--- config.mk ---
export PLATFORM = sky130hd
export DESIGN_NAME = instr_encoder
export DESIGN_NICKNAME = d
export VERILOG_FILES = /design/src/rtl/instr_enc_pkg.sv /design/src/rtl/instr_enc_fifo.sv /design/src/rtl/instr_encoder.sv
export SDC_FILE = /design/constraint.sdc
export NUM_CORES = 1
export LEC_CHECK = 0
export BUFFER_PORTS_ARGS = -buffer_cell sky130_fd_sc_hd__buf_2
export CAP_MARGIN = 30
export CORE_MARGIN = 8
export CORE_UTILIZATION = 50
export CTS_CLUSTER_DIAMETER = 100
export CTS_CLUSTER_SIZE = 16
export DETAILED_ROUTE_END_ITERATION = 12
export HOLD_SLACK_MARGIN = 0.05
export PLACE_DENSITY_LB_ADDON = 0.05
export SYNTH_ARGS = -nofsm -noshare
export SYNTH_HDL_FRONTEND = slang
export SYNTH_SLANG_ARGS = --single-unit
--- constraint.sdc ---
create_clock -name clk -period 3.5 [get_ports clk]
set_input_delay 0.35 -clock clk [delete_from_list [all_inputs] [get_ports clk]]
set_output_delay 0.35 -clock clk [all_outputs]
set_load 0.03 [all_outputs]
--- src/rtl/instr_enc_pkg.sv ---
// Shared definitions for the MIPS instruction encoder: operation and writer
// state enums, opcode/func constants, field positions and a pure encode
// function that turns one decoded beat into a 32-bit machine word.
package instr_enc_pkg;

  // Operation codes carried on in_op; 11..15 are illegal.
  typedef enum logic [3:0] {
    OP_NOP  = 4'd0,
    OP_ADDU = 4'd1,
    OP_SUBU = 4'd2,
    OP_ORI  = 4'd3,
    OP_LW   = 4'd4,
    OP_SW   = 4'd5,
    OP_BEQ  = 4'd6,
    OP_LUI  = 4'd7,
    OP_J    = 4'd8,
    OP_JAL  = 4'd9,
    OP_JR   = 4'd10
  } op_e;

  // Writer state machine.
  typedef enum logic [1:0] {
    ST_IDLE = 2'd0,
    ST_RUN  = 2'd1,
    ST_DONE = 2'd2,
    ST_OVF  = 2'd3
  } state_e;

  // Primary opcodes.
  localparam logic [5:0] OPC_RTYPE = 6'b000000;
  localparam logic [5:0] OPC_ORI   = 6'b001101;
  localparam logic [5:0] OPC_LW    = 6'b100011;
  localparam logic [5:0] OPC_SW    = 6'b101011;
  localparam logic [5:0] OPC_BEQ   = 6'b000100;
  localparam logic [5:0] OPC_LUI   = 6'b001111;
  localparam logic [5:0] OPC_J     = 6'b000010;
  localparam logic [5:0] OPC_JAL   = 6'b000011;

  // R-type function codes.
  localparam logic [5:0] FUNC_ADDU = 6'b100001;
  localparam logic [5:0] FUNC_SUBU = 6'b100011;
  localparam logic [5:0] FUNC_JR   = 6'b001000;

  // Field bit positions (LSB of each field).
  localparam int OPC_LSB  = 26;
  localparam int RS_LSB   = 21;
  localparam int RT_LSB   = 16;
  localparam int RD_LSB   = 11;
  localparam int FUNC_LSB = 0;
  localparam int IMM_LSB  = 0;
  localparam int TGT_LSB  = 0;

  // True for in_op values that name a supported instruction.
  function automatic logic is_legal_op(input logic [3:0] op);
    return op <= OP_JR;
  endfunction

  function automatic logic [31:0] r_type(input logic [4:0] rs, input logic [4:0] rt,
                                         input logic [4:0] rd, input logic [5:0] func);
    logic [31:0] w;
    w = '0;
    w[OPC_LSB +: 6]  = OPC_RTYPE;
    w[RS_LSB +: 5]   = rs;
    w[RT_LSB +: 5]   = rt;
    w[RD_LSB +: 5]   = rd;
    w[FUNC_LSB +: 6] = func;
    return w;
  endfunction

  function automatic logic [31:0] i_type(input logic [5:0] opc, input logic [4:0] rs,
                                         input logic [4:0] rt, input logic [15:0] imm);
    logic [31:0] w;
    w = '0;
    w[OPC_LSB +: 6]  = opc;
    w[RS_LSB +: 5]   = rs;
    w[RT_LSB +: 5]   = rt;
    w[IMM_LSB +: 16] = imm;
    return w;
  endfunction

  function automatic logic [31:0] j_type(input logic [5:0] opc, input logic [25:0] target);
    logic [31:0] w;
    w = '0;
    w[OPC_LSB +: 6]  = opc;
    w[TGT_LSB +: 26] = target;
    return w;
  endfunction

  // Assemble one machine word; nop and illegal ops give all zeros.
  function automatic logic [31:0] encode(input logic [3:0] op, input logic [4:0] rs,
                                         input logic [4:0] rt, input logic [4:0] rd,
                                         input logic [15:0] imm, input logic [25:0] target);
    logic [31:0] w;
    case (op)
      OP_ADDU: w = r_type(rs, rt, rd, FUNC_ADDU);
      OP_SUBU: w = r_type(rs, rt, rd, FUNC_SUBU);
      OP_JR:   w = r_type(rs, 5'd0, 5'd0, FUNC_JR);
      OP_ORI:  w = i_type(OPC_ORI, rs, rt, imm);
      OP_LW:   w = i_type(OPC_LW, rs, rt, imm);
      OP_SW:   w = i_type(OPC_SW, rs, rt, imm);
      OP_BEQ:  w = i_type(OPC_BEQ, rs, rt, imm);
      OP_LUI:  w = i_type(OPC_LUI, 5'd0, rt, imm);
      OP_J:    w = j_type(OPC_J, target);
      OP_JAL:  w = j_type(OPC_JAL, target);
      default: w = '0;
    endcase
    return w;
  endfunction

endpackage

--- src/rtl/instr_enc_fifo.sv ---
// Synchronous FIFO holding encoded words plus their in_last flag.
// DEPTH must be a power of two (pointers wrap naturally); flush empties it.
module instr_enc_fifo #(
  parameter int DEPTH = 4
) (
  input  logic                     clk,
  input  logic                     reset,
  input  logic                     flush,
  input  logic                     push,
  input  logic [31:0]              push_data,
  input  logic                     push_last,
  input  logic                     pop,
  output logic [31:0]              head_data,
  output logic                     head_last,
  output logic                     full,
  output logic                     empty,
  output logic [$clog2(DEPTH):0]   count
);

  localparam int AW = $clog2(DEPTH);

  logic [AW-1:0] wr_ptr_q, wr_ptr_d;
  logic [AW-1:0] rd_ptr_q, rd_ptr_d;
  logic [AW:0]   count_q, count_d;
  logic [32:0]   mem_q [DEPTH];
  logic          do_push, do_pop;

  // Next-state for pointers and occupancy; flush wins over push/pop.
  always_comb begin
    // NOTE: every combinational output gets a default first so no latch is inferred.
    wr_ptr_d = wr_ptr_q;
    rd_ptr_d = rd_ptr_q;
    count_d  = count_q;
    full     = (count_q == (AW+1)'(DEPTH));
    empty    = (count_q == '0);
    do_push  = push && !full && !flush;
    do_pop   = pop && !empty && !flush;
    if (flush) begin
      wr_ptr_d = '0;
      rd_ptr_d = '0;
      count_d  = '0;
    end else begin
      if (do_push) wr_ptr_d = wr_ptr_q + AW'(1);
      if (do_pop)  rd_ptr_d = rd_ptr_q + AW'(1);
      if (do_push && !do_pop)      count_d = count_q + (AW+1)'(1);
      else if (do_pop && !do_push) count_d = count_q - (AW+1)'(1);
    end
  end

  // Pointer and occupancy registers.
  always_ff @(posedge clk or negedge reset) begin
    // NOTE: sequential state uses non-blocking assignments so all flops update together.
    if (!reset) begin
      wr_ptr_q <= '0;
      rd_ptr_q <= '0;
      count_q  <= '0;
    end else begin
      wr_ptr_q <= wr_ptr_d;
      rd_ptr_q <= rd_ptr_d;
      count_q  <= count_d;
    end
  end

  // Storage array write port.
  always_ff @(posedge clk) begin
    // NOTE: storage is deliberately not reset; the empty flag guards every read.
    if (do_push) mem_q[wr_ptr_q] <= {push_last, push_data};
  end

  assign head_data = mem_q[rd_ptr_q][31:0];
  assign head_last = mem_q[rd_ptr_q][32];
  assign count     = count_q;

endmodule

--- src/rtl/instr_encoder.sv ---
// Streaming MIPS instruction encoder and instruction-memory loader.
// Beats are encoded, buffered in instr_enc_fifo and written to consecutive
// words from BASE_ADDR. Optional feature macro INSTR_ENCODER_ILLEGAL_AS_NOP_EN:
// when defined, illegal ops are written as 32'h0 instead of being dropped.
module instr_encoder
  import instr_enc_pkg::*;
#(
  parameter int          DEPTH     = 4,
  parameter logic [31:0] BASE_ADDR = 32'h0000_3000,
  parameter int          IM_WORDS  = 1024
) (
  input  logic        clk,
  input  logic        reset,
  input  logic        start,
  input  logic        in_valid,
  output logic        in_ready,
  input  logic [3:0]  in_op,
  input  logic [4:0]  in_rs,
  input  logic [4:0]  in_rt,
  input  logic [4:0]  in_rd,
  input  logic [15:0] in_imm,
  input  logic [25:0] in_target,
  input  logic        in_last,
  output logic        im_we,
  output logic [31:0] im_addr,
  output logic [31:0] im_wdata,
  input  logic        im_stall,
  output logic [10:0] words,
  output logic        done,
  output logic        err,
  output logic        ovf
);

  localparam int CW = $clog2(DEPTH) + 1;

  state_e        state_q, state_d;
  logic [10:0]   words_q, words_d;
  logic          err_q, err_d;

  logic          accept, op_legal, push, pop, flush;
  logic          write_done, at_cap, pending_after;
  logic [31:0]   enc_word;
  logic [31:0]   head_data;
  logic          head_last;
  logic          fifo_full, fifo_empty;
  logic [CW-1:0] fifo_count;

  instr_enc_fifo #(.DEPTH(DEPTH)) u_fifo (
    .clk       (clk),
    .reset     (reset),
    .flush     (flush),
    .push      (push),
    .push_data (enc_word),
    .push_last (in_last),
    .pop       (pop),
    .head_data (head_data),
    .head_last (head_last),
    .full      (fifo_full),
    .empty     (fifo_empty),
    .count     (fifo_count)
  );

  // Handshake, encoding, memory-port drive and writer next-state.
  always_comb begin
    state_d  = state_q;
    words_d  = words_q;
    err_d    = err_q;

    in_ready = !fifo_full && (state_q != ST_DONE) && (state_q != ST_OVF) && !start;
    accept   = in_valid && in_ready;
    op_legal = is_legal_op(in_op);
    enc_word = encode(in_op, in_rs, in_rt, in_rd, in_imm, in_target);
`ifdef INSTR_ENCODER_ILLEGAL_AS_NOP_EN
    push     = accept;
`else
    push     = accept && op_legal;
`endif

    // Once the memory is full nothing more is written; pending data means overflow.
    at_cap     = (words_q >= 11'(IM_WORDS));
    im_we      = (state_q == ST_RUN) && !fifo_empty && !at_cap;
    write_done = im_we && !im_stall;
    pop        = write_done;
    flush      = start || (state_q == ST_OVF);
    im_addr    = BASE_ADDR + {19'd0, words_q, 2'b00};
    im_wdata   = fifo_empty ? 32'h0 : head_data;

    // Occupancy after this edge excluding the popped head.
    pending_after = (fifo_count > CW'(1)) || push;

    if (accept && !op_legal) err_d = 1'b1;
    if (write_done)          words_d = words_q + 11'd1;

    case (state_q)
      ST_IDLE: if (accept) state_d = ST_RUN;
      ST_RUN: begin
        if (write_done && head_last)
          state_d = ST_DONE;
        else if (write_done && (words_q + 11'd1 == 11'(IM_WORDS)) && pending_after)
          state_d = ST_OVF;
        else if (at_cap && !fifo_empty)
          state_d = ST_OVF;
      end
      default: state_d = state_q;
    endcase

    if (start) begin
      state_d = ST_IDLE;
      words_d = '0;
      err_d   = 1'b0;
    end
  end

  // Writer state, word counter and error flag.
  always_ff @(posedge clk or negedge reset) begin
    if (!reset) begin
      state_q <= ST_IDLE;
      words_q <= '0;
      err_q   <= 1'b0;
    end else begin
      state_q <= state_d;
      words_q <= words_d;
      err_q   <= err_d;
    end
  end

  assign words = words_q;
  assign err   = err_q;
  assign done  = (state_q == ST_DONE);
  assign ovf   = (state_q == ST_OVF);

endmodule
Word level (Yosys, flattened, before mapping)
Memories as Yosys holds them, arrays and structs flattened.
Cells that the tools add are included.
W data, S select, Z words.

operators by class
  reduce and logical (&&, ||, !) cells = 39
  muxes and demuxes = 21
  equal/unequal tests = 19
  add/sub/neg operators = 6
  order comparisons = 3

operator list
  kind                      number
  $pmux W32 S10             1
  $mux W32                  1
  $mux W11                  2
  $logic_and A1 B1 Y1       19
  $mux W2                   9
  $eq A4 B3 Y1 const B      4
  $add A14 B13 Y15 const A  1
  $eq A4 B4 Y1 const B      3
  $add A11 B1 Y11 const B   1
  $eq A11 B11 Y1 const B    1
  $ge A11 B11 Y1 const B    1
  $logic_not A1 Y1          9
  $mux W3                   3
  $eq A4 B2 Y1 const B      2
  $reduce_bool A2 Y1        4
  $reduce_bool A3 Y1        2
  $ne A5 B2 Y1 const B      1
  $add A2 B1 Y2 const B     2
  $eq A2 B2 Y1 const B      2
  $eq A4 B1 Y1 const B      1
  $le A4 B4 Y1 const B      1
  $mux W1                   4
  $ne A2 B2 Y1 const B      2
  $pmux W2 S2               1
  other kinds (10)          11

storage, ports and cells
  memory bits (writable) = 132
  input port bits = 67
  output and inout port bits = 80
  logic and storage cells = 95
  register bits after elaboration = 21
  memories kept = 1

memories
  name          depth  bits a word  rd ports  clocked after memory_dff  write ports  line                  source
  u_fifo.mem_q  4      33           1         0                         1            instr_enc_fifo.sv:25  logic [32:0] mem_q [DEPTH];

Logic depth before layout (Yosys ltp)
  word-level depth = 14
  depth in mapped cells = 9
  depth with buffers taken out = 7

By module
Synthesis repeated with hierarchy kept, for this count alone.

unflattened totals
  cell total of the unflattened synthesis = 476
  area total of the unflattened synthesis = 7,146.9 µm²

by module, submodules not included
  module          sequential area each (µm²)  instances  area each (µm²)  cells an instance
  instr_enc_fifo  4,139.0                     1          5,318.9          233
  instr_encoder   350.3                       1          1,828.0          243

Worst setup path before layout
OpenSTA, ideal clock, no wires.

  path type = register to register
  start point = reg u_fifo.count_q[0], in the netlist u_fifo.count[0]
  end point = mem u_fifo.mem_q[0][0], enable pin
  cell stages (with the launch flop) = 7
  required time = 3.108 ns
  clock period less this slack = 3.240 ns
  path buffers = 1
  setup slack = 0.260 ns
  library setup time = 0.392 ns
  data arrival time = 2.848 ns
  cell sequence = dfrtp_1 > inv_1 > ha_1 > a211oi_1 > o211a_1 > buf_2 > and2_1

between the ends
  longest elaborated chain between the ends = 11

RTL lines
  what                               line                  source
  start: declaration                 instr_enc_fifo.sv:24  logic [AW:0] count_q, count_d;
  start signal: assignment           instr_enc_fifo.sv:60  count_q <= count_d;
  $eq A3 B3 Y1                       instr_enc_fifo.sv:34  full = (count_q == (AW+1)'(DEPTH));
  $logic_not A1 Y1                   instr_encoder.sv:69   in_ready = !fifo_full && (state_q != ST_DONE) && (state_q != ST_OVF) && !start;
  $logic_and A1 B1 Y1 (3 in series)  instr_encoder.sv:69
  net in_ready                       instr_encoder.sv:16   output logic in_ready,
  $logic_and A1 B1 Y1                instr_encoder.sv:70   accept = in_valid && in_ready;
  $logic_and A1 B1 Y1                instr_encoder.sv:76   push = accept && op_legal;
  $logic_and A1 B1 Y1 (2 in series)  instr_enc_fifo.sv:36  do_push = push && !full && !flush;
  $mux W1                            instr_enc_fifo.sv:67  if (do_push) mem_q[wr_ptr_q] <= {push_last, push_data};
  $mux W1 (not written as such)      instr_enc_fifo.sv:67
  end: declaration                   instr_enc_fifo.sv:25

The timed path passes the listed nets, and every way through them passes these cells.

Final worst setup path
  start point = reg u_fifo.count_q[1], in the netlist u_fifo.count[1]
  end point = out im_wdata[31]

between the ends
  longest elaborated chain between the ends = 2

RTL lines
  what              line                  source
  $logic_not A3 Y1  instr_enc_fifo.sv:35  empty = (count_q == '0);
  $mux W32          instr_encoder.sv:86   im_wdata = fifo_empty ? 32'h0 : head_data;
  end: declaration  instr_encoder.sv:26   output logic [31:0] im_wdata,

Every way passes these cells.

==> impl_summary.md <==
Timing
The number of hold-slack violations in the final timing report is 0. In the final timing run, aggregate negative setup slack is 0 ns. Across the routed clock network, the largest skew measured is 0.00591 ns.

The fmax is 0.381 GHz. The worst pin sits at a relative slew slack of 0.343. The slew of the pin with the lowest slew margin is about 0.98 ns. The final worst-path cycle share is 0.750. The max-slew violation count came to 0. The setup-violating endpoint count in the final report is 0. Setup repair after global routing left no endpoint under its margin. The final critical-path setup slack is about 0.87 ns. The routed design could run at a clock period as short as 2.63 ns.

Routing
The routed layout has ~4.2k vias. The number of nets with antenna violations after routing is 0. For this run, the detailed router's first-pass iteration total came to 6. The detail-routed via count per cell is 5.40. Wires add up to 14.6 mm.

The detailed router's first-iteration violation count is 246. For this run, design rule violations remaining after detail routing come to 0. In the final routed layout, each cell accounts on average for 18.8 um.

Logic synthesis
The synthesis warning total is 0. The mapped netlist covers between 6000 and 7000 um2. The gate count of the mapped netlist is roughly 470. The mean area per synthesized cell is 14.7 um2. The total of flip-flops plus latches after synthesis is 149. For this run, the leading register cell type out of synthesis is sky130_fd_sc_hd__edfxtp_1. The number of different library cells used by synthesis comes to 45. The share of the Yosys chip area taken by registers is 0.637. Counting flops with a built-in enable in the synthesized netlist gives 128. The share of async-settable or async-resettable flops after synthesis is 0.141.

Floorplan
The effective utilization at floorplan is 0.502. The floorplan die width is 133 um. Pin placement for this block handled approximately 150 I/O pins. Row generation in the floorplan step produced 43 rows. The area of the die is 17700 um2. The die height is 133 um. The core region is 13700 um2.

Global route
In the global route stage, overall resource usage came out at 0.169. Summed over all layers, the global routing overflow is 0. The wire length of the first global-routing pass is 23.2 mm. The number of antenna violations at the first check in global routing came to 0.

The number of global-route vias before repair is approximately 4.4k. The pin count of the biggest net entering global routing is 33.

Cells and area
In the final layout, flip-flops and latches occupy 4370 um2. The finished cells cover 8110 um2. The footprint of the multi-input gates is 2190 um2. The synthesis-to-finish area growth is 18.2%.

The library cells used most frequently in the layout, excluding fill and tap cells, are sky130_fd_sc_hd__edfxtp_1, sky130_fd_sc_hd__buf_2, sky130_fd_sc_hd__nor2b_1, sky130_fd_sc_hd__mux4_2. At the end of the flow the core is filled with cells to 0.593. The number of antenna diodes in the final layout is 0. The library cell used most frequently in the layout, excluding fill and tap cells, is sky130_fd_sc_hd__edfxtp_1. The fraction of layout cells with a size suffix above 1 is 0.344. The final-layout fill cell count is between 1k and 1.5k. The net count of the finished layout is 662.

Clock network
The largest buffer count on any clock path is 2. TritonCTS built the clock tree. The cts-stage hold buffer count is 1. The clock tree root buffer cell is sky130_fd_sc_hd__clkbuf_16. Clock latency on the worst-skew pair, taken at its later pin, is 0.41 ns. After clock tree synthesis, the clock-pin slew on the worst setup and hold paths is 0.06 ns. The total clock buffers created by CTS is 17. After clock tree synthesis, the repair step resized 0 gates. The clock sink total is 149. The H-tree was split into 4 levels.

The post-CTS repair timing setup buffer count is 0.

Power
The worst ir drop on vdd is ~0.34 mV. The power density over the cells is 508 nW/um2. Summed over all cells, the static leakage comes to roughly 3.1 nW. Overall power consumption after layout is estimated at 4.12 mW.

Placement
The routability-driven placement congestion ratio is 0.836. The quantity of I/O buffers inserted on ports is around 130. The HPWL after detailed placement is 9.97 mm. The instance area at placement is 7580 um2. The worst slack after detailed placement is approximately 0.95 ns.

Setup path
The setup path with the least slack is of type reg -> out. The startpoint of the worst setup timing path is u_fifo.count[1]$_DFFE_PN0P_. The data arrival time of the critical path is 2.28 ns.

The endpoint identified for the worst register-to-register timing path is state_q[1]$_DFFE_PN0P_. The count of cells along the worst register-to-register path is 8. The critical path startpoint category is a flip-flop. The maximum net fanout on the critical path is 23. The launch instance of the worst register-to-register path is u_fifo.count[0]$_DFFE_PN0P_. The register-to-register path setup slack is 0.93 ns.

The endpoint of the worst setup timing path is im_wdata[31]. STA classifies the critical path endpoint as a primary output. At the worst endpoint, the required time is between 3 and 4 ns.

Run
The max-cap violation count is 0.

Run status
The run finished with clean final reports.

Worst hold path
The tightest min-delay check is of the in -> reg type.
## flip-flops by register name (all words and copies together), names as in the netlist
signal and cells:
u_fifo.rd_ptr_q 2, words 11, u_fifo.mem_q 128, err 1, u_fifo.wr_ptr_q 2, state_q 2, u_fifo.count 3
## stage by stage
stage                     instances  hold slack, ns
after floorplan                 485          0.0544
after global placement          743           0.342
after detailed placement        745           0.349
after CTS                       776           0.143
after global routing            776           0.164
final                           776           0.172
## worst min-delay path by stage
stage	to	startpoint	depth (start not counted)	slack [ns]
detailed placement	state_q[0]$_DFFE_PN0P_	reset	1	0.35
global route	u_fifo.mem_q[2][32]$_DFFE_PP_	in_last	1	0.16
CTS	u_fifo.mem_q[3][32]$_DFFE_PP_	in_last	1	0.14
finish	u_fifo.mem_q[1][32]$_DFFE_PP_	in_last	1	0.17
global placement	err$_DFFE_PN0P_	reset	1	0.34
floorplan	err$_DFFE_PN0P_	reset	0	0.05
## per-layer routing
layer  part of all wire  wire length [um]  vias up  global-route usage
li1                   -                 -     1949                   -
met1               0.42              6200     2067               0.210
met2               0.49              7190      158               0.280
met3              0.072              1060       14              0.0452
met4              0.012               182        0              0.0624
met5                  0                 0        -                   0
## Yosys cell counts (3+ instances only)
master	number	area, um2
sky130_fd_sc_hd__edfxtp_1	128	3840
sky130_fd_sc_hd__a22o_1	17	149
sky130_fd_sc_hd__nand4_1	3	18.8
sky130_fd_sc_hd__a21oi_1	11	55.1
sky130_fd_sc_hd__ha_1	10	125
sky130_fd_sc_hd__clkbuf_1	19	71.3
sky130_fd_sc_hd__xor2_1	6	52.6
sky130_fd_sc_hd__buf_4	32	240
sky130_fd_sc_hd__o211ai_1	3	22.5
sky130_fd_sc_hd__xnor2_1	9	78.8
sky130_fd_sc_hd__inv_1	9	33.8
sky130_fd_sc_hd__nand2_1	27	101
sky130_fd_sc_hd__buf_2	5	25.0
sky130_fd_sc_hd__nand3_1	10	50.1
sky130_fd_sc_hd__mux4_2	32	721
sky130_fd_sc_hd__nor2_1	28	105
sky130_fd_sc_hd__a22oi_1	5	37.5
sky130_fd_sc_hd__and2_1	5	31.3
sky130_fd_sc_hd__dfrtp_1	21	526
sky130_fd_sc_hd__nor2b_1	36	225
sky130_fd_sc_hd__a21o_1	3	22.5
sky130_fd_sc_hd__nor4_1	3	18.8
sky130_fd_sc_hd__nor3_1	7	35.0
sky130_fd_sc_hd__o21ai_0	10	50.1
## kinds of logic (layout without fill, tap and decap cells)
group / after synthesis / in the layout / share of synthesized area
compound gates: 65 / 65 / 0.0691
xor+xnor: 15 / 15 / 0.0191
simple gates: 127 / 127 / 0.0941
buf+inv: 67 / 178 / 0.0572
fa+ha+maj: 10 / 10 / 0.0182
other cells: 1 / 20 / 0.000546
flops: 149 / 149 / 0.637
mux: 32 / 32 / 0.105
## worst max-delay path, cell delays in order, from the launching register on
cell	delay (ns)
sky130_fd_sc_hd__dfrtp_1	0.40
sky130_fd_sc_hd__inv_1	0.15
sky130_fd_sc_hd__ha_1	0.20
sky130_fd_sc_hd__nor2b_4	0.52
sky130_fd_sc_hd__buf_16	0.24
sky130_fd_sc_hd__and2b_1	0.18
sky130_fd_sc_hd__buf_2	0.17
## cell type report
cell class,count,share of cell area
inverters,9,0.00417
repair buffers,139,0.0946
clock inverters,13,0.0116
flip-flops and latches,149,0.539
well taps,180,0.0278
multi-input cells,269,0.270
clock buffers,17,0.0525
## report_power, final
group	switching [mW]	internal, mW
combinational	0.321	0.175
sequential	0.0228	1.99
clock	0.657	0.949
No activity file was read; power rests on OpenSTA's default activity.
